--- src/rtl/kbd_pkg.sv ---
// kbd_pkg
//   Shared definitions for the keypad encoding path:
//     KEY_CODE_W  width of a key code {row[1:0], col[1:0]}
//     kbd_state_t encoder FSM states (IDLE, CAPT, SCAN)
//     make_code   packs a row index and a column index into a key code
package kbd_pkg;

  localparam int KEY_CODE_W = 4;

  typedef enum logic [1:0] {
    IDLE = 2'd0,
    CAPT = 2'd1,
    SCAN = 2'd2
  } kbd_state_t;

  function automatic logic [KEY_CODE_W-1:0] make_code(input logic [1:0] row,
                                                      input logic [1:0] col);
    return {row, col};
  endfunction

endpackage

--- src/rtl/kbd_sync_fifo.sv ---
// kbd_sync_fifo
//   Generic synchronous first-word-fall-through FIFO.
//   Ports:
//     clk, rst  clock and synchronous active-high reset
//     push      write wr_data; accepted when not full, or when full and
//               a pop happens in the same cycle
//     wr_data   entry to write
//     pop       remove the head entry; ignored when empty
//     rd_data   head entry, shown combinationally; 0 while empty
//     empty     no entries stored
//     full      DEPTH entries stored
//     count     number of stored entries
import kbd_pkg::*;

module kbd_sync_fifo #(
  parameter  int WIDTH = KEY_CODE_W,
  parameter  int DEPTH = 8,
  localparam int AW    = $clog2(DEPTH)
) (
  input  logic             clk,
  input  logic             rst,
  input  logic             push,
  input  logic [WIDTH-1:0] wr_data,
  input  logic             pop,
  output logic [WIDTH-1:0] rd_data,
  output logic             empty,
  output logic             full,
  output logic [AW:0]      count
);

  logic [WIDTH-1:0] r_mem [DEPTH];
  logic [AW:0]      r_wptr;
  logic [AW:0]      r_rptr;
  logic [AW:0]      w_count;
  logic             w_doPop;
  logic             w_doPush;

  // Pointers carry one extra wrap bit so the difference distinguishes
  // full from empty without a separate flag.
  assign w_count = r_wptr - r_rptr;
  assign count   = w_count;
  assign empty   = (w_count == '0);
  assign full    = (w_count == (AW+1)'(DEPTH));

  // A pop in the same cycle frees the slot a push into a full FIFO needs.
  assign w_doPop  = pop && !empty;
  assign w_doPush = push && (!full || w_doPop);

  // Forcing 0 while empty keeps rd_data defined without resetting storage.
  assign rd_data = empty ? '0 : r_mem[r_rptr[AW-1:0]];

  always_ff @(posedge clk) begin
    if (rst) begin
      r_wptr <= '0;
      r_rptr <= '0;
    end else begin
      if (w_doPush) r_wptr <= r_wptr + 1'b1;
      if (w_doPop)  r_rptr <= r_rptr + 1'b1;
    end
  end

  always_ff @(posedge clk) begin
    if (w_doPush) r_mem[r_wptr[AW-1:0]] <= wr_data;
  end

endmodule

--- src/rtl/key_fifo_encoder.sv ---
// key_fifo_encoder
//   Turns keypad row-scanner results into 4-bit key codes and queues them
//   in a FWFT FIFO for the CPU-side wrapper.
//   Ports:
//     clk, rst  clock and synchronous active-high reset
//     row_rdy   one-cycle pulse: a row result is available
//     hi        row index of that result
//     col_out   active-low newly-pressed column mask
//     rd_en     pop the head code (ignored when empty)
//     clr_ovf   clear the sticky overflow flag
//     rd_data   head code {row, col}, valid while !empty
//     empty     FIFO holds no codes
//     full      FIFO holds DEPTH codes
//     count     number of stored codes
//     ovf       sticky: a code or a row event was lost
//     irq       level interrupt, high while codes are pending
import kbd_pkg::*;

module key_fifo_encoder #(
  parameter  int DEPTH = 8,
  localparam int AW    = $clog2(DEPTH)
) (
  input  logic                  clk,
  input  logic                  rst,
  input  logic                  row_rdy,
  input  logic [1:0]            hi,
  input  logic [3:0]            col_out,
  input  logic                  rd_en,
  input  logic                  clr_ovf,
  output logic [KEY_CODE_W-1:0] rd_data,
  output logic                  empty,
  output logic                  full,
  output logic [AW:0]           count,
  output logic                  ovf,
  output logic                  irq
);

  kbd_state_t            r_state;
  logic [3:0]            r_mask;
  logic [1:0]            r_row;
  logic [1:0]            r_col;
  logic                  r_ovf;
  logic                  w_pushReq;
  logic                  w_pushDrop;
  logic                  w_rowDrop;
  logic [KEY_CODE_W-1:0] w_code;

  // One push opportunity per SCAN cycle, for the column currently indexed.
  assign w_pushReq = (r_state == SCAN) && r_mask[r_col];
  assign w_code    = make_code(r_row, r_col);

  // A full FIFO only loses the code when no pop makes room this cycle.
  assign w_pushDrop = w_pushReq && full && !rd_en;
  assign w_rowDrop  = row_rdy && (r_state != IDLE);

  // IDLE waits for a row result, CAPT samples the settled scanner outputs,
  // SCAN walks columns 0..3 (always four cycles, even for an empty mask).
  always_ff @(posedge clk) begin
    if (rst) begin
      r_state <= IDLE;
      r_mask  <= '0;
      r_row   <= '0;
      r_col   <= '0;
    end else begin
      case (r_state)
        IDLE: begin
          if (row_rdy) r_state <= CAPT;
        end
        CAPT: begin
          r_mask  <= ~col_out;
          r_row   <= hi;
          r_col   <= '0;
          r_state <= SCAN;
        end
        SCAN: begin
          r_col <= r_col + 2'd1;
          if (r_col == 2'd3) r_state <= IDLE;
        end
        default: r_state <= IDLE;
      endcase
    end
  end

  // Sticky overflow; a new loss event takes priority over a clear.
  always_ff @(posedge clk) begin
    if (rst) begin
      r_ovf <= 1'b0;
    end else if (w_pushDrop || w_rowDrop) begin
      r_ovf <= 1'b1;
    end else if (clr_ovf) begin
      r_ovf <= 1'b0;
    end
  end

  assign ovf = r_ovf;
  assign irq = !empty;

  kbd_sync_fifo #(
    .WIDTH (KEY_CODE_W),
    .DEPTH (DEPTH)
  ) u_fifo (
    .clk     (clk),
    .rst     (rst),
    .push    (w_pushReq),
    .wr_data (w_code),
    .pop     (rd_en),
    .rd_data (rd_data),
    .empty   (empty),
    .full    (full),
    .count   (count)
  );

endmodule

--- config.mk ---
export PLATFORM = sky130hd
export DESIGN_NAME = key_fifo_encoder
export DESIGN_NICKNAME = d
export VERILOG_FILES = /design/src/rtl/kbd_pkg.sv /design/src/rtl/kbd_sync_fifo.sv /design/src/rtl/key_fifo_encoder.sv
export SDC_FILE = /design/constraint.sdc
export NUM_CORES = 1
export LEC_CHECK = 0
export BUFFER_PORTS_ARGS = -buffer_cell sky130_fd_sc_hd__buf_2
export CORE_MARGIN = 5
export CORE_UTILIZATION = 34
export CTS_CLUSTER_DIAMETER = 200
export CTS_CLUSTER_SIZE = 30
export DETAILED_ROUTE_END_ITERATION = 12
export GPL_TIMING_DRIVEN = 1
export SLEW_MARGIN = 20
export SYNTH_ARGS = -nofsm -noshare
export SYNTH_HDL_FRONTEND = slang
export SYNTH_SLANG_ARGS = --single-unit
--- constraint.sdc ---
create_clock -name clk -period 8 [get_ports clk]
set_input_delay 1.2 -clock clk [delete_from_list [all_inputs] [get_ports clk]]
set_output_delay 1.2 -clock clk [all_outputs]
set_load 0.02 [all_outputs]
== After elaboration in Yosys (flattened, before gate mapping) ==
Memories as Yosys holds them, arrays and structs flattened. A register that Yosys moved wholly into a read port is not among the register bits.
Cells that the tools add are included.

* Equal/unequal tests: 6
* Add/sub/neg operators: 4
* Magnitude comparators: 1
* Reduce and logical (&&, ||, !) cells: 17
* Bitwise logic cells: 1
* Muxes and demuxes: 13

{| class="wikitable"
|+ Operator list
! operator !! count
|-
| $add 4x1->4 const B || 2
|-
| $logic_and 1x1->1 || 6
|-
| $mux 3 || 2
|-
| $pmux 2 s3 || 1
|-
| $reduce_bool 2->1 || 3
|-
| $mux 1 || 5
|-
| $eq 2x2->1 const B || 2
|-
| $eq 4x4->1 const B || 1
|-
| $logic_not 4->1 || 1
|-
| $mux 2 || 2
|-
| $mux 4 || 1
|-
| $not 4->4 || 1
|-
| $pmux 2 s2 || 1
|-
| $sub 4x4->4 || 1
|-
| $logic_not 1->1 || 3
|-
| $lt 2x3->1 const B || 1
|-
| $add 2x1->2 const B || 1
|-
| $bmux 1 s2 || 1
|-
| $eq 2x1->1 const B || 1
|-
| $logic_not 2->1 || 1
|-
| $logic_or 1x1->1 || 2
|-
| $ne 2x1->1 const B || 1
|-
| $ne 2x2->1 const B || 1
|-
| $reduce_and 2->1 || 1
|}

* Bits of input ports: 11
* Flip-flop bits (word level): 19
* RAM bits: 32
* Logic and storage cells: 50
* Memories: 1
* Output and inout port bits: 12

{| class="wikitable"
|+ Memories
! memory !! words !! bits a word !! rd ports !! clocked after Yosys merged registers in !! wr ports !! RTL line !! source
|-
| u_fifo.r_mem || 8 || 4 || 1 || 1 || 1 || kbd_sync_fifo.sv:31 || <nowiki>logic [WIDTH-1:0] r_mem [DEPTH];</nowiki>
|}

== Logic depth before layout (Yosys ltp) ==
Gate-level depths: netlist of run 1.

* Word-level depth: 8
* Mapped depth: 10
* Mapped depth without buffers: 9

== Hierarchy ==
Synthesis of run 1 repeated with hierarchy kept, for this count alone.

* Cells, all modules: 187
* Area total of the unflattened synthesis: 2452.4 um^2

{| class="wikitable"
|+ Modules (own cells, without submodules)
! module !! times used !! cells an instance !! sequential area each (um^2) !! area each (um^2)
|-
| kbd_sync_fifo || 1 || 129 || 1181.1 || 1904.3
|-
| key_fifo_encoder || 1 || 58 || 220.2 || 548.0
|}

== Worst setup path before layout of run 1 ==
Ideal clock, no wire load.

* Path kind: flip-flop to output port
* Start: register u_fifo.r_wptr[0]
* End: output rd_data[0]
* Setup slack: 4.539 ns
* Cell stages (with the launch flop): 10
* Data arrival time: 2.261 ns
* Path buffers: 1
* Data required time: 6.800 ns
* Path through: dfxtp_1 > inv_1 > ha_1 > inv_1 > fa_1 > xor2_1 > or2_1 > buf_4 > a21oi_2 > nor2_1

* Word-level cells in the longest chain between the ends: 3

{| class="wikitable"
|+ RTL lines
! element !! RTL line !! source
|-
| from (decl) || kbd_sync_fifo.sv:32 || <nowiki>logic [AW:0] r_wptr;</nowiki>
|-
| from (signal assigned) || kbd_sync_fifo.sv:57 || <nowiki>if (w_doPush) r_wptr <= r_wptr + 1'b1;</nowiki>
|-
| $sub 4x4->4 || kbd_sync_fifo.sv:40 || <nowiki>assign w_count = r_wptr - r_rptr;</nowiki>
|-
| named net count[2] || key_fifo_encoder.sv:33 || <nowiki>output logic [AW:0] count,</nowiki>
|-
| $logic_not 4->1 || kbd_sync_fifo.sv:42 || <nowiki>assign empty = (w_count == '0);</nowiki>
|-
| named net empty || key_fifo_encoder.sv:31 || <nowiki>output logic empty,</nowiki>
|-
| $mux 4 || kbd_sync_fifo.sv:50 || <nowiki>assign rd_data = empty ? '0 : r_mem[r_rptr[AW-1:0]];</nowiki>
|-
| to (decl) || key_fifo_encoder.sv:30 || <nowiki>output logic [KEY_CODE_W-1:0] rd_data,</nowiki>
|}

The timed path passes the listed nets, and every way through them passes these cells.

== Final worst setup path of run 1 ==
* Start: register u_fifo.r_wptr[0]
* End: output rd_data[2]

* Word-level cells in the longest chain between the ends: 3

{| class="wikitable"
|+ RTL lines
! element !! RTL line
|-
| $sub 4x4->4 || kbd_sync_fifo.sv:40
|-
| $logic_not 4->1 || kbd_sync_fifo.sv:42
|-
| $mux 4 || kbd_sync_fifo.sv:50
|}

No other way between the ends.

==> results of run 1 <==
## logic make-up after synthesis
| family | count (synthesis) |
|---|---|
| compound gates | 21 |
| xor+xnor | 4 |
| fa+ha+maj | 11 |
| buf+inv | 20 |
| flops | 54 |
| mux | 22 |
| simple gates | 55 |
## flip-flops by register name, summed over array words and instances, names as in the netlist, named ones only
register and flops:
u_fifo.r_rptr 4, r_row 2, u_fifo.r_wptr 4, ovf 1, u_fifo.r_mem 32, r_col 2
r_state 2, r_mask 4
## power by group through the flow
stage,Sequential (µW),Clock [µW],Combinational (µW)
2_1_floorplan,319,0,200
3_3_place_gp,334,0,244
3_5_place_dp,334,0,246
4_1_cts,328,181,247
5_1_grt,331,194,270
6_report,326,172,242
## through the flow
stage | std cells | hold slack (ns) | worst slack [ns] | utilization
global placement | 299 | 0.4654 | 4.605 | 0.3722
CTS | 307 | 0.4823 | 4.176 | 0.3871
detailed placement | 299 | 0.4702 | 4.520 | 0.3722
floorplan | 187 | 0.4534 | 4.539 | -
finish | 307 | 0.4779 | 4.189 | 0.3889
global route | 307 | 0.4940 | 3.929 | 0.3889
## worst max-delay path: stages (launching register included)
cell     delay, ns
dfxtp_1       0.39
inv_1         0.18
ha_1          0.20
inv_1         0.06
fa_1          0.37
xor2_1        0.19
or2_1         0.36
a21oi_2       0.32
nor2_1        0.09
buf_2         0.17
## synth_stat cells (2+ instances only)
library cell | count | area, µm²
clkbuf_1 | 5 | 18.77
a21oi_1 | 5 | 25.02
mux4_2 | 9 | 202.7
a31oi_1 | 2 | 12.51
nor2_1 | 21 | 78.83
xor2_1 | 2 | 17.52
a211oi_1 | 3 | 22.52
edfxtp_1 | 32 | 960.9
nand2_1 | 4 | 15.01
nor3_1 | 2 | 10.01
ha_1 | 10 | 125.1
mux2i_1 | 10 | 100.1
nand2b_1 | 5 | 31.28
nor4_1 | 2 | 12.51
nor2b_1 | 2 | 12.51
or3_1 | 3 | 18.77
nor4b_1 | 3 | 26.28
o21ai_0 | 4 | 20.02
nand3_1 | 3 | 15.01
buf_1 | 2 | 7.510
inv_1 | 11 | 41.29
a21oi_2 | 2 | 17.52
dfxtp_1 | 22 | 440.4
## routing by layer
metal / GRT usage / part of all wire / vias to the layer above
li1: - / - / 721
met1: 0.1389 / 0.47 / 678
met2: 0.1638 / 0.47 / 24
met3: 0.02605 / 0.042 / 4
met4: 0.04327 / 0.015 / 0
met5: 0 / 0 / -
## layout make-up
type / instances / share of cell area
flip-flops and latches: 54 / 0.5050
multi-input cells: 113 / 0.3575
well taps: 99 / 0.04463
repair buffers: 22 / 0.03968
clock buffers: 6 / 0.02615
inverters: 11 / 0.01488
clock inverters: 2 / 0.01217
## path summary, 6_finish.rpt
path | endpoint | slack (ns) | depth (start not counted)
setup / recovery | rd_data[2] | 4.19 | 9
hold / removal | r_mask[0] | 0.48 | 2
setup reg to reg | u_fifo.r_mem[2][2] | 4.86 | 8
hold reg to reg | r_mask[0] | 0.48 | 2
==> results.cfg, run 1 <==
[critical_path]
cp-startpoint = u_fifo.r_wptr[0]
cp_data_required_time_ns = 6.80
end_kind = output port
worst_setup_path_start_kind = flip-flop
worstSetupPathType = reg -> out
rr_startpoint = u_fifo.r_wptr[0]
critPathMaxFanout = 8
worstPathArrival_ns = 2.61

[place]
place_congestion = 0.7419
hpwl_um = 3118
dpl-instance-area_um2 = 2656
portBuffers = 22

[route]
dr.first_iter.drc_count = 44
num_vias = 1427
drc_errors = 0
drt_pass1_iterations = 4
finalWirelength_um = 4209
via_per_inst = 4.648
wl_per_cell_um = 13.71
drtAntennaViolNets = 0

[power_and_ir_drop]
power_frac_comb = 0.327
clockPowerShare = 0.233
powerDensity_nw_per_um2 = 266.9
leakagePower_uw = 0.0009971
power_frac_seq = 0.441
swShare = 0.3326
p_sw_uw = 246.4
power_uw = 740.8
ir_worst_vdd_v = 0.00007511
p_int_uw = 494.4

[clock_tree]
cts_resized = 0
worstSkewPairLatency_ns = 0.30
clock_sinks = 54
clk_pin_slew_ns = 0.08
clk_path_buf_depth = 2
numCtsBuffers = 5
root_buffer = clkbuf_8
cts_tree = done
cts_setup_buffers = 0
cts_hold_buf = 0
htree_levels = 2

[floorplanning]
fp.dieH_um = 95.08
die_width_um = 95.08
io_pins = 23
die-area_um2 = 9040
rows = 31
start_util = 0.3448
core_um2 = 7137

[grt]
grt_use_total = 0.1048
antenna_found_initial = 0
grt_pass1_wl_um = 7189
grt_max_degree = 24
grt_pass1_vias = 1416
grt_overflow = 0

[timing]
skew_ns = 0.005750
slew_headroom = 0.4020
setup_viol = 0
post-route-period-util = 0.4764
finalSetupTns_ns = 0
rsz0062_at_grt = no
hold_viol = 0
fmax_mhz = 262.4
min_period_ns = 3.811
worst_pin_slew_ns = 0.8894
maxSlewViolCount = 0

[logic_synthesis]
synth_top_family_by_area = multiplexers
synthXorXnorAreaFrac = 0.01729
synthAdderAreaFrac = 0.05897
yosys.area_share.simple = 0.1215
postSynthCellCount = 187
async_reset_ff_frac = 0
yosysSeqAreaShare = 0.5694
synth-compound-area-share = 0.06202
syn-num-nets = 209
ys_types = 46
ys_warn_count = 0
syn_area_per_cell_um2 = 13.16
synth_ff_type = edfxtp_1
synth_mux_area_frac = 0.1383
synth_edf_count = 32
ys_ff_latch = 54
mappedNetlistArea_um2 = 2461

[layout]
antennaDiodeCount = 0
seqCellArea_um2 = 1401
fill_cells = 717
final_area_um2 = 2775
syn2layout_area_growth_pct = 12.76
drive_gt1_frac = 0.2260
final_common_cell = edfxtp_1
nets = 229
layout_common_cells = 32 x edfxtp_1, 22 x dfxtp_1, 22 x buf_2
multi_input_area_um2 = 992.2

[flow_run]
drv_cap = 0

[outcome]
outcome = finished clean

[min_path]
hp-start = r_mask[0]
hold_class = reg -> reg
Power figures use the tool's default switching activity.
==> run 2: changes to the inputs <==
==> constraint.sdc (replaced) <==
create_clock -name clk -period 3.4 [get_ports clk]
set_input_delay 0.51 -clock clk [delete_from_list [all_inputs] [get_ports clk]]
set_output_delay 0.51 -clock clk [all_outputs]
set_load 0.02 [all_outputs]
==> results.cfg, run 2 (synthesis results as in run 1) <==
[power_and_ir_drop]
power_frac_seq = 0.454
p_sw_uw = 591.2
ir_worst_vdd_v = 0.0001918
clockPowerShare = 0.201
p_int_uw = 1105
power_frac_comb = 0.345
leakagePower_uw = 0.0009944
powerDensity_nw_per_um2 = 616.7
swShare = 0.3486

[layout]
multi_input_area_um2 = 979.7
fill_cells = 735
nets = 230
final_common_cell = edfxtp_1
drive_gt1_frac = 0.2249
largest_register_ffs = 32
final_area_um2 = 2750
antennaDiodeCount = 0
layout_common_cells = 32 x edfxtp_1, 22 x dfxtp_1, 22 x buf_2
seqCellArea_um2 = 1401
syn2layout_area_growth_pct = 11.74

[place]
place_congestion = 0.7317
dpl_worst_slack_ns = 0.4452
portBuffers = 22
hpwl_um = 3104
dpl-instance-area_um2 = 2664

[grt]
antenna_found_initial = 0
grt_pass1_vias = 1427
grt_pass1_wl_um = 7113
grt_overflow = 0
grt_max_degree = 24
grt_use_total = 0.1038
top_usage_layer = met2
grt_use_met3 = 0.02526
met2_usage = 0.1580
grtUsageMet1 = 0.1416

[floorplanning]
die-area_um2 = 9040
start_util = 0.3448
fp.dieH_um = 95.08
rows = 31
core_um2 = 7137
die_width_um = 95.08
io_pins = 23

[clock_tree]
numCtsBuffers = 5
clk_path_buf_depth = 2
worstSkewPairLatency_ns = 0.30
htree_levels = 2
clock_sinks = 54
cts_tree = done
cts_resized = 0
cts_setup_buffers = 0
root_buffer = clkbuf_8
cts_hold_buf = 0
clk_pin_slew_ns = 0.09

[timing]
finalSetupTns_ns = 0
setup_viol = 0
skew_ns = 0.009844
hold_viol = 0
post-route-period-util = 0.9127
maxSlewViolCount = 0
min_period_ns = 3.103
worst_pin_slew_ns = 0.9710
rsz0062_at_grt = no
slew_headroom = 0.3435
fmax_mhz = 322.2
worst_slack_ns = 0.2968

[outcome]
outcome = finished clean

[route]
drc_errors = 0
drt_pass1_iterations = 4
dr.first_iter.drc_count = 89
drtAntennaViolNets = 0
finalWirelength_um = 4155
wl_per_cell_um = 13.49
num_vias = 1447
via_per_inst = 4.698

[critical_path]
rr_startpoint = u_fifo.r_wptr[0]
critPathMaxFanout = 8
reg2reg_setup_slack_ns = 0.50
worstSetupPathType = reg -> out
end_kind = output port
r2r-end = u_fifo.r_mem[2][1]
worst_setup_path_start_kind = flip-flop
worstPathArrival_ns = 2.59
cp_data_required_time_ns = 2.89
worstRegToRegCells = 8

[min_path]
hp-start = col_out[3]
hold_depth = 2
holdPathEnd = r_mask[3]
hold_class = in -> reg

[flow_run]
drv_cap = 0
[run 2: cell types whose count changed in the layout (fill, tap and decap cells not counted), sizes merged]
| cell | before | now |
|---|---|---|
| clkinv | 1 | 2 |
| buf | 22 | 23 |
| bufinv | 1 | 0 |
[run 2: layout make-up]
type / count / area share
flip-flops and latches: 54 / 0.5096
multi-input cells: 113 / 0.3562
well taps: 99 / 0.04504
repair buffers: 23 / 0.04277
clock buffers: 6 / 0.02639
inverters: 11 / 0.01501
clock inverters: 2 / 0.005005
[run 2: metrics by stage]
| step | total power, µW | utilization | instances | hold WS, ns |
|---|---|---|---|---|
| after floorplan | 1221 | - | 187 | 0.4534 |
| after global placement | 1378 | 0.3732 | 300 | 0.4660 |
| after detailed placement | 1383 | 0.3732 | 300 | 0.4743 |
| after CTS | 1726 | 0.3853 | 308 | 0.3748 |
| after global routing | 1813 | 0.3853 | 308 | 0.3767 |
| final | 1696 | 0.3853 | 308 | 0.3847 |
[run 2: worst max-delay path, cell delays in order, from the launching register on]
cell	delay, ns
dfxtp_1	0.39
inv_1	0.15
ha_1	0.19
inv_1	0.06
fa_1	0.37
xor2_1	0.19
or2_1	0.25
buf_4	0.17
a21oi_2	0.29
nor2_1	0.09
buf_2	0.17
[run 2: how the worst max path moves through the flow]
| stage | from | to | slack, ns | depth (start not counted) |
|---|---|---|---|---|
| 3_3_place_gp | u_fifo.r_wptr[0] | u_fifo.r_mem[2][3] | 0.43 | 8 |
| 6_report | u_fifo.r_wptr[0] | rd_data[0] | 0.30 | 10 |
| 5_1_grt | u_fifo.r_wptr[0] | rd_data[0] | 0.09 | 10 |
| 4_1_cts | u_fifo.r_wptr[0] | rd_data[0] | 0.25 | 10 |
| 3_5_place_dp | u_fifo.r_wptr[0] | u_fifo.r_mem[2][3] | 0.45 | 8 |
| 2_1_floorplan | u_fifo.r_wptr[0] | u_fifo.r_mem[4][0] | 0.49 | 9 |
[run 2: per-layer routing]
layer / wire length (µm) / share of wire
met1: 2046 / 0.49
met2: 1913 / 0.46
met3: 127 / 0.031
met4: 68 / 0.016
met5: 0 / 0
[run 2: power groups by stage]
stage               combinational [µW]  sequential [µW]  clock (µW)
global placement                   591              787           0
detailed placement                 595              788           0
finish                             584              771         341
global route                       644              779         390
floorplan                          470              750           0
CTS                                596              773         357
